$ cat src/rtl/stream_pkg.sv
// rtl/stream_pkg.sv - shared types and width helpers for stream arbitration blocks
// Purpose: arbiter FSM state encoding and the index-width helper used by the
//          arbiter, its interface and the rotate-priority selector.
// Ports:   none (package).
package stream_pkg;

    typedef enum logic [1:0] {
        ST_IDLE   = 2'd0,
        ST_LOCKED = 2'd1,
        ST_DRAIN  = 2'd2
    } state_t;

    // A source index always occupies at least one bit, so a single-source
    // build still has a usable o_source port.
    function automatic int idx_w(input int n);
        return (n > 1) ? $clog2(n) : 1;
    endfunction

endpackage

$ cat src/rtl/packet_rr_arbiter_if.sv
// rtl/packet_rr_arbiter_if.sv - source-side and buffer-side stream bundle for the packet arbiter
// Purpose: groups the n_inputs source streams and the single downstream stream.
// Ports:   i_stream/i_valid/i_last/i_ready (sources), o_stream/o_valid/o_last/
//          o_ready/o_source (towards the packet buffer).
// Modports: master drives the sources and downstream ready; slave is the arbiter.
interface packet_rr_arbiter_if #(
    parameter int n_inputs = 4,
    parameter int stream_w = 32
);
    import stream_pkg::*;

    localparam int iw = idx_w(n_inputs);

    logic [n_inputs*stream_w-1:0] i_stream;
    logic [n_inputs-1:0]          i_valid;
    logic [n_inputs-1:0]          i_last;
    logic [n_inputs-1:0]          i_ready;
    logic [stream_w-1:0]          o_stream;
    logic                         o_valid;
    logic                         o_last;
    logic                         o_ready;
    logic [iw-1:0]                o_source;

    modport master (
        output i_stream, i_valid, i_last, o_ready,
        input  i_ready, o_stream, o_valid, o_last, o_source
    );

    modport slave (
        input  i_stream, i_valid, i_last, o_ready,
        output i_ready, o_stream, o_valid, o_last, o_source
    );

endinterface

$ cat src/rtl/packet_rr_arbiter_rr_pick.sv
// rtl/packet_rr_arbiter_rr_pick.sv - combinational rotate-priority selector
// Purpose: finds the first asserted request scanning ptr, ptr+1, ... with wrap
//          modulo n; works for any n, not only powers of two.
// Ports:   req (request vector), ptr (scan start, must be < n),
//          any (some request set), idx (chosen index, 0 when none).
module rr_pick #(
    parameter int n  = 4,
    parameter int iw = 2
) (
    input  logic [n-1:0]  req,
    input  logic [iw-1:0] ptr,
    output logic          any,
    output logic [iw-1:0] idx
);

    int c;

    always_comb begin
        any = 1'b0;
        idx = '0;
        c   = 0;
        for (int i = 0; i < n; i++) begin
            // Explicit wrap instead of a modulo so non-power-of-two n stays cheap.
            c = int'(ptr) + i;
            if (c >= n) begin
                c = c - n;
            end
            if (!any && req[c]) begin
                any = 1'b1;
                idx = iw'(c);
            end
        end
    end

endmodule

$ cat src/rtl/packet_rr_arbiter.sv
// rtl/packet_rr_arbiter.sv - packet-level round-robin arbiter feeding a packet buffer
// Purpose: grants one source for a whole packet, truncates packets longer than
//          max_packet_length beats and discards their remainder.
// Ports:   clk, rst (sync active-high), bus (slave side of packet_rr_arbiter_if),
//          clear_errors (clears sticky flag), error_packet_too_long (sticky).
module packet_rr_arbiter
    import stream_pkg::*;
#(
    parameter int n_inputs          = 4,
    parameter int stream_w          = 32,
    parameter int max_packet_length = 256
) (
    input  logic               clk,
    input  logic               rst,
    packet_rr_arbiter_if.slave bus,
    input  logic               clear_errors,
    output logic               error_packet_too_long
);

    localparam int iw = idx_w(n_inputs);
    localparam int cw = $clog2(max_packet_length);

    state_t          state, state_nx;
    logic [iw-1:0]   grant, grant_nx;
    logic [iw-1:0]   rr_ptr, rr_ptr_nx;
    logic [cw-1:0]   beatcount, beatcount_nx;
    logic            err_set;

    logic            pick_any;
    logic [iw-1:0]   pick_idx;
    logic            g_valid;
    logic            g_last;
    logic            at_max;
    logic            o_hs;

    rr_pick #(
        .n  (n_inputs),
        .iw (iw)
    ) u_rr_pick (
        .req (bus.i_valid),
        .ptr (rr_ptr),
        .any (pick_any),
        .idx (pick_idx)
    );

    assign g_valid = bus.i_valid[grant];
    assign g_last  = bus.i_last[grant];
    assign at_max  = (beatcount == cw'(max_packet_length - 1));
    assign o_hs    = bus.o_valid && bus.o_ready;

    always_ff @(posedge clk) begin
        if (rst) begin
            state                 <= ST_IDLE;
            grant                 <= '0;
            rr_ptr                <= '0;
            beatcount             <= '0;
            error_packet_too_long <= 1'b0;
        end else begin
            state     <= state_nx;
            grant     <= grant_nx;
            rr_ptr    <= rr_ptr_nx;
            beatcount <= beatcount_nx;
            // A new truncation outranks a simultaneous clear.
            if (err_set) begin
                error_packet_too_long <= 1'b1;
            end else if (clear_errors) begin
                error_packet_too_long <= 1'b0;
            end
        end
    end

    always_comb begin
        state_nx     = state;
        grant_nx     = grant;
        rr_ptr_nx    = rr_ptr;
        beatcount_nx = beatcount;
        err_set      = 1'b0;
        case (state)
            ST_IDLE: begin
                if (pick_any) begin
                    grant_nx     = pick_idx;
                    rr_ptr_nx    = (pick_idx == iw'(n_inputs - 1)) ? '0 : pick_idx + 1'b1;
                    beatcount_nx = '0;
                    state_nx     = ST_LOCKED;
                end
            end
            ST_LOCKED: begin
                if (o_hs && !bus.o_last) begin
                    beatcount_nx = beatcount + 1'b1;
                end
                // A genuine last on the max beat ends the packet cleanly.
                if (o_hs && g_last) begin
                    state_nx = ST_IDLE;
                end else if (o_hs && at_max) begin
                    err_set  = 1'b1;
                    state_nx = ST_DRAIN;
                end
            end
            ST_DRAIN: begin
                if (g_valid && g_last) begin
                    state_nx = ST_IDLE;
                end
            end
            default: begin
                state_nx = ST_IDLE;
            end
        endcase
    end

    always_comb begin
        bus.i_ready  = '0;
        bus.o_valid  = 1'b0;
        bus.o_last   = 1'b0;
        bus.o_stream = bus.i_stream[int'(grant)*stream_w +: stream_w];
        bus.o_source = grant;
        case (state)
            ST_LOCKED: begin
                bus.o_valid        = g_valid;
                bus.o_last         = g_last || at_max;
                bus.i_ready[grant] = bus.o_ready;
            end
            ST_DRAIN: begin
                // Remainder of a truncated packet is swallowed without downstream.
                bus.i_ready[grant] = 1'b1;
            end
            default: begin
            end
        endcase
    end

endmodule

$ cat src/flat_wrapper.sv
// flat-port wrapper written by rule: the top's interface ports become plain ports
module packet_rr_arbiter_flat import stream_pkg::*;
#(
    parameter int n_inputs          = 4,
    parameter int stream_w          = 32,
    parameter int max_packet_length = 256
)
  (clk, rst, clear_errors, error_packet_too_long, bus_i_stream, bus_i_valid, bus_i_last, bus_o_ready, bus_i_ready, bus_o_stream, bus_o_valid, bus_o_last, bus_o_source);
  packet_rr_arbiter_if #(.n_inputs(n_inputs), .stream_w(stream_w)) bus_i ();
  input  logic clk;
  input  logic rst;
  input  logic clear_errors;
  output logic error_packet_too_long;
  input wire logic [$bits(bus_i.i_stream)-1:0] bus_i_stream;
  input wire logic [$bits(bus_i.i_valid)-1:0] bus_i_valid;
  input wire logic [$bits(bus_i.i_last)-1:0] bus_i_last;
  input wire logic [$bits(bus_i.o_ready)-1:0] bus_o_ready;
  output wire logic [$bits(bus_i.i_ready)-1:0] bus_i_ready;
  output wire logic [$bits(bus_i.o_stream)-1:0] bus_o_stream;
  output wire logic [$bits(bus_i.o_valid)-1:0] bus_o_valid;
  output wire logic [$bits(bus_i.o_last)-1:0] bus_o_last;
  output wire logic [$bits(bus_i.o_source)-1:0] bus_o_source;
  assign bus_i.i_stream = bus_i_stream;
  assign bus_i.i_valid = bus_i_valid;
  assign bus_i.i_last = bus_i_last;
  assign bus_i.o_ready = bus_o_ready;
  assign bus_i_ready = bus_i.i_ready;
  assign bus_o_stream = bus_i.o_stream;
  assign bus_o_valid = bus_i.o_valid;
  assign bus_o_last = bus_i.o_last;
  assign bus_o_source = bus_i.o_source;
  packet_rr_arbiter #(.n_inputs(n_inputs), .stream_w(stream_w), .max_packet_length(max_packet_length)) u_core (.clk(clk), .rst(rst), .bus(bus_i), .clear_errors(clear_errors), .error_packet_too_long(error_packet_too_long));
endmodule
$ cat config.mk
export PLATFORM = sky130hd
export DESIGN_NAME = packet_rr_arbiter_flat
export DESIGN_NICKNAME = d
export VERILOG_FILES = /design/src/rtl/stream_pkg.sv /design/src/rtl/packet_rr_arbiter_if.sv /design/src/rtl/packet_rr_arbiter_rr_pick.sv /design/src/rtl/packet_rr_arbiter.sv /design/src/flat_wrapper.sv
export SDC_FILE = /design/constraint.sdc
export NUM_CORES = 1
export LEC_CHECK = 0
export CORE_MARGIN = 8
export CORE_UTILIZATION = 27
export CTS_BUF_LIST = sky130_fd_sc_hd__clkbuf_2
export DETAILED_ROUTE_END_ITERATION = 8
export GPL_ROUTABILITY_DRIVEN = 1
export PLACE_DENSITY = 0.8
export SLEW_MARGIN = 20
export SYNTH_ARGS = -nofsm -noshare
export SYNTH_HDL_FRONTEND = slang
export SYNTH_SLANG_ARGS = --single-unit
$ cat constraint.sdc
create_clock -name clk -period 2.07 [get_ports clk]
set_input_delay 0.414 -clock clk [delete_from_list [all_inputs] [get_ports clk]]
set_output_delay 0.414 -clock clk [all_outputs]
set_load 0.02 [all_outputs]
==> flow_metrics.tcl <==
set metrics [dict create \
    critPathMaxFanout 7 \
    max_stage_delay_ns 0.51 \
    num_io_pins 181 \
    drt-total-wl_microns 10690 \
    cts_hold_buf 0 \
    synth_top_family_by_area "multiplexers" \
    grt_max_degree 23 \
    crit_slowest_cell "mux4_2" \
    crit_path_frequent_cell "buf_12" \
    fin_area_sq_um 4164 \
    first_pass_iters 4 \
    fillers 447 \
    status "finished, violations left" \
    worstSetupStartpoint "u_core.bus.o_source[0]" \
    setup_viol 27 \
    critPathKind "reg2out" \
    ant_nets 0 \
    reg2reg_to "u_core.beatcount[6]" \
    ys_seq_elements 15 \
    placed_area_sq_um 3812 \
    insertedDiodeCount 0 \
    period_minus_slack_ns 2.196 \
    antenna_found_initial 0 \
    dieWidth_microns 95.65 \
    dr.first_iter.drc_count 102 \
    hold_path_end "u_core.error_packet_too_long" \
    ir_worst_vdd_v 0.0003442 \
    arrival_ns 1.78 \
    hold_viol_final 0 \
    synth_edf_count 0 \
    vias 2404 \
    vias_per_cell 5.272 \
    powerDensity_nw_per_um2 588.5 \
    chipHeight_microns 95.65 \
    grt_pass1_wl_microns 14110 \
    r2r-start "u_core.bus.o_source[0]" \
    reg2reg_depth 7 \
    skew_ns 0.001113 \
    layout_setup_ws_ns -0.1258 \
    synth_fa_ha_area_share_pct 3.652 \
    grt_setup_unrepaired "yes" \
    synth_area_sq_um 1713 \
    drv_cap 0 \
    yosys.area_share.simple_pct 14.97 \
    timing.hold.ws_ns 0.4802 \
    synth_top_area_share_pct 44.70 \
    finalCritPeriodShare_pct 106.1 \
    path_clk_slew_ns 0.15 \
    whs_path_depth 2 \
    grt_use_total_pct 20.95 \
    clkSinkCount 15 \
    cp-end-kind "primary output" \
    syn_inst 158 \
    path_delay_family "buffers and inverters" \
    synth_flop_cell "dfxtp_1" \
    drc_errors 0 \
    min_from "u_core.error_packet_too_long" \
    final_cells 456 \
    fin_nets 525 \
    htree_levels 1 \
    grt_pass1_vias 2407 \
    numPortBuffers 180 \
    drive_gt1_share_pct 40.11 \
    ys_async_sr_fraction_pct 0 \
    worst_setup_path_start_kind "register" \
    max_freq_ghz 0.4554 \
    critPathRequiredTime_ns 1.66 \
    dp_cells 434 \
    clock_latency_ns 0.30 \
    hpwl_microns 8759 \
    ys_types 36 \
    netlist.top_cell.by_area "mux4_2" \
    slew_headroom_pct 69.90 \
    cts-buffers-inserted 3 \
    violations "negative setup slack" \
    synth_nets 303 \
    clockRootBuffer "clkbuf_2" \
    worst-path-buf-inv 4 \
    synthXorXnorAreaFrac_pct 0 \
    detail_route.wl_per_cell_microns 23.45 \
    yosys_warnings 0 \
    rows 29 \
    slew_viol_final 0 \
    yosys-top-cells-area "mux4_2 45%, dfxtp_1 18%, ha_1 3.7%" \
    core_area_sq_um 6241 \
    gr-total-overflow 0 \
    start_util_pct 27.45 \
    cts_tree "built" \
    worstHoldPathType "reg2reg" \
    cts_buffer_depth 2 \
    r2r_setup_slack_ns -0.04 \
    worstMarginPinSlew_ns 0.4505 \
    synth_mux_area_share_pct 47.04 \
    cp.depth 5 \
    synth_area_per_cell_sq_um 10.84 \
    globalplace.congestion 0.9260 \
    cp_cell_sequence "buf_12 -> buf_12 -> buf_16 -> mux4_2 -> buf_6" \
    area_delta_synth_final_pct 143.1 \
    fin_util_pct 66.72 \
    p_leak_nw 1.648 \
    die_area_sq_um 9149 \
    synth_compound_area_share_pct 12.34 \
    ys_seq_area_share_pct 17.53 \
]
-- area by class of cell --
type	instances	area (sq um)	share of cell area, %
timing repair buffer	229	2285	54.87
multi-input combinational	124	1429	34.31
sequential	15	307.8	7.392
tap	77	96.34	2.314
inverter	7	26.28	0.6310
clock buffer	4	20.02	0.4808
-- flip-flops by register name, summed over array words and instances, names as in the netlist --
name and cells:
u_core.state 2, u_core.bus.o_source 2, u_core.beatcount 8, u_core.rr_ptr 2, u_core.error_packet_too_long 1
-- layer usage --
layer	share of wire, %	track usage [%]
met1	33	21.32
met2	52	38.57
met3	11	6.220
met4	3.9	9.219
met5	0	0
-- Yosys cell counts, types with 3 or more instances --
cell type / number
a21oi_1: 10
o21ai_1: 4
and3_1: 5
a31oi_1: 5
buf_2: 4
nand2_1: 9
mux4_2: 34
clkbuf_1: 6
and2_1: 3
nor2_1: 9
dfxtp_1: 15
inv_1: 7
o21ai_0: 4
nand3_1: 4
mux2i_1: 4
nor3_1: 6
ha_1: 5
nor3b_1: 3
-- how the worst max path moves through the flow --
stage / endpoint / slack [ns]
2_1_floorplan: bus_o_stream[10] / -0.01
3_3_place_gp: bus_o_last / -0.52
3_5_place_dp: bus_o_last / -0.52
4_1_cts: bus_o_last / -0.13
5_1_grt: bus_o_stream[14] / -0.21
6_report: bus_o_stream[14] / -0.13
-- through the flow --
| stage | total power (W) | TNS (ns) | setup WS (ns) |
|---|---|---|---|
| floorplan | 0.001171 | -0.2611 | -0.01300 |
| global placement | 0.001980 | -10.57 | -0.5181 |
| detailed placement | 0.002007 | -11.51 | -0.5190 |
| CTS | 0.002240 | -1.461 | -0.1276 |
| global route | 0.002570 | -4.242 | -0.2135 |
| finish | 0.002450 | -1.481 | -0.1258 |
-- kinds of logic after synthesis --
family / after synthesis
and+or+nand+nor: 49
muxes: 38
AOI/OAI and AO/OA: 32
buffers and inverters: 19
DFF: 15
adders and majority gates: 5
-- where the power goes --
group	switching, W	total [W]	internal [W]	leakage [nW]
combinational	0.000808	0.00194	0.00113	1.51
sequential	0.0000428	0.000362	0.000319	0.124
clock	0.000101	0.000152	0.0000512	0.0166
total	0.000952	0.00245	0.00150	1.65
-- worst register-to-register path, cell delays in order, from the launching register on --
cell     delay (ns)
dfxtp_4        0.45
mux4_2         0.60
a31oi_4        0.20
buf_4          0.14
buf_6          0.10
nand2_4        0.05
or4_1          0.40
a21oi_1        0.12
-- timing repair --
action,CTS,global route
pin swaps,4,8
gates cloned,2,0
setup endpoints to repair,42,45
hold endpoints to repair,0,0
setup buffers,7,11
resized for setup,199,55
-- placed cells by master (no fill, tap or decap), types with 3 or more instances in the layout --
cell / n
dfxtp_2: 3
clkbuf_2: 4
dlygate4sd2_1: 5
dfxtp_1: 11
a31oi_1: 5
mux2i_1: 4
mux4_2: 34
nor3_1: 4
nand3_1: 4
a21oi_1: 9
inv_1: 5
and2_4: 3
and3_1: 4
buf_2: 11
nor2_1: 7
clkdlybuf4s50_1: 135
o21ai_0: 4
buf_4: 36
nand2_1: 9
buf_6: 31
buf_12: 6
Note: power is estimated with default switching activity, not from simulation.
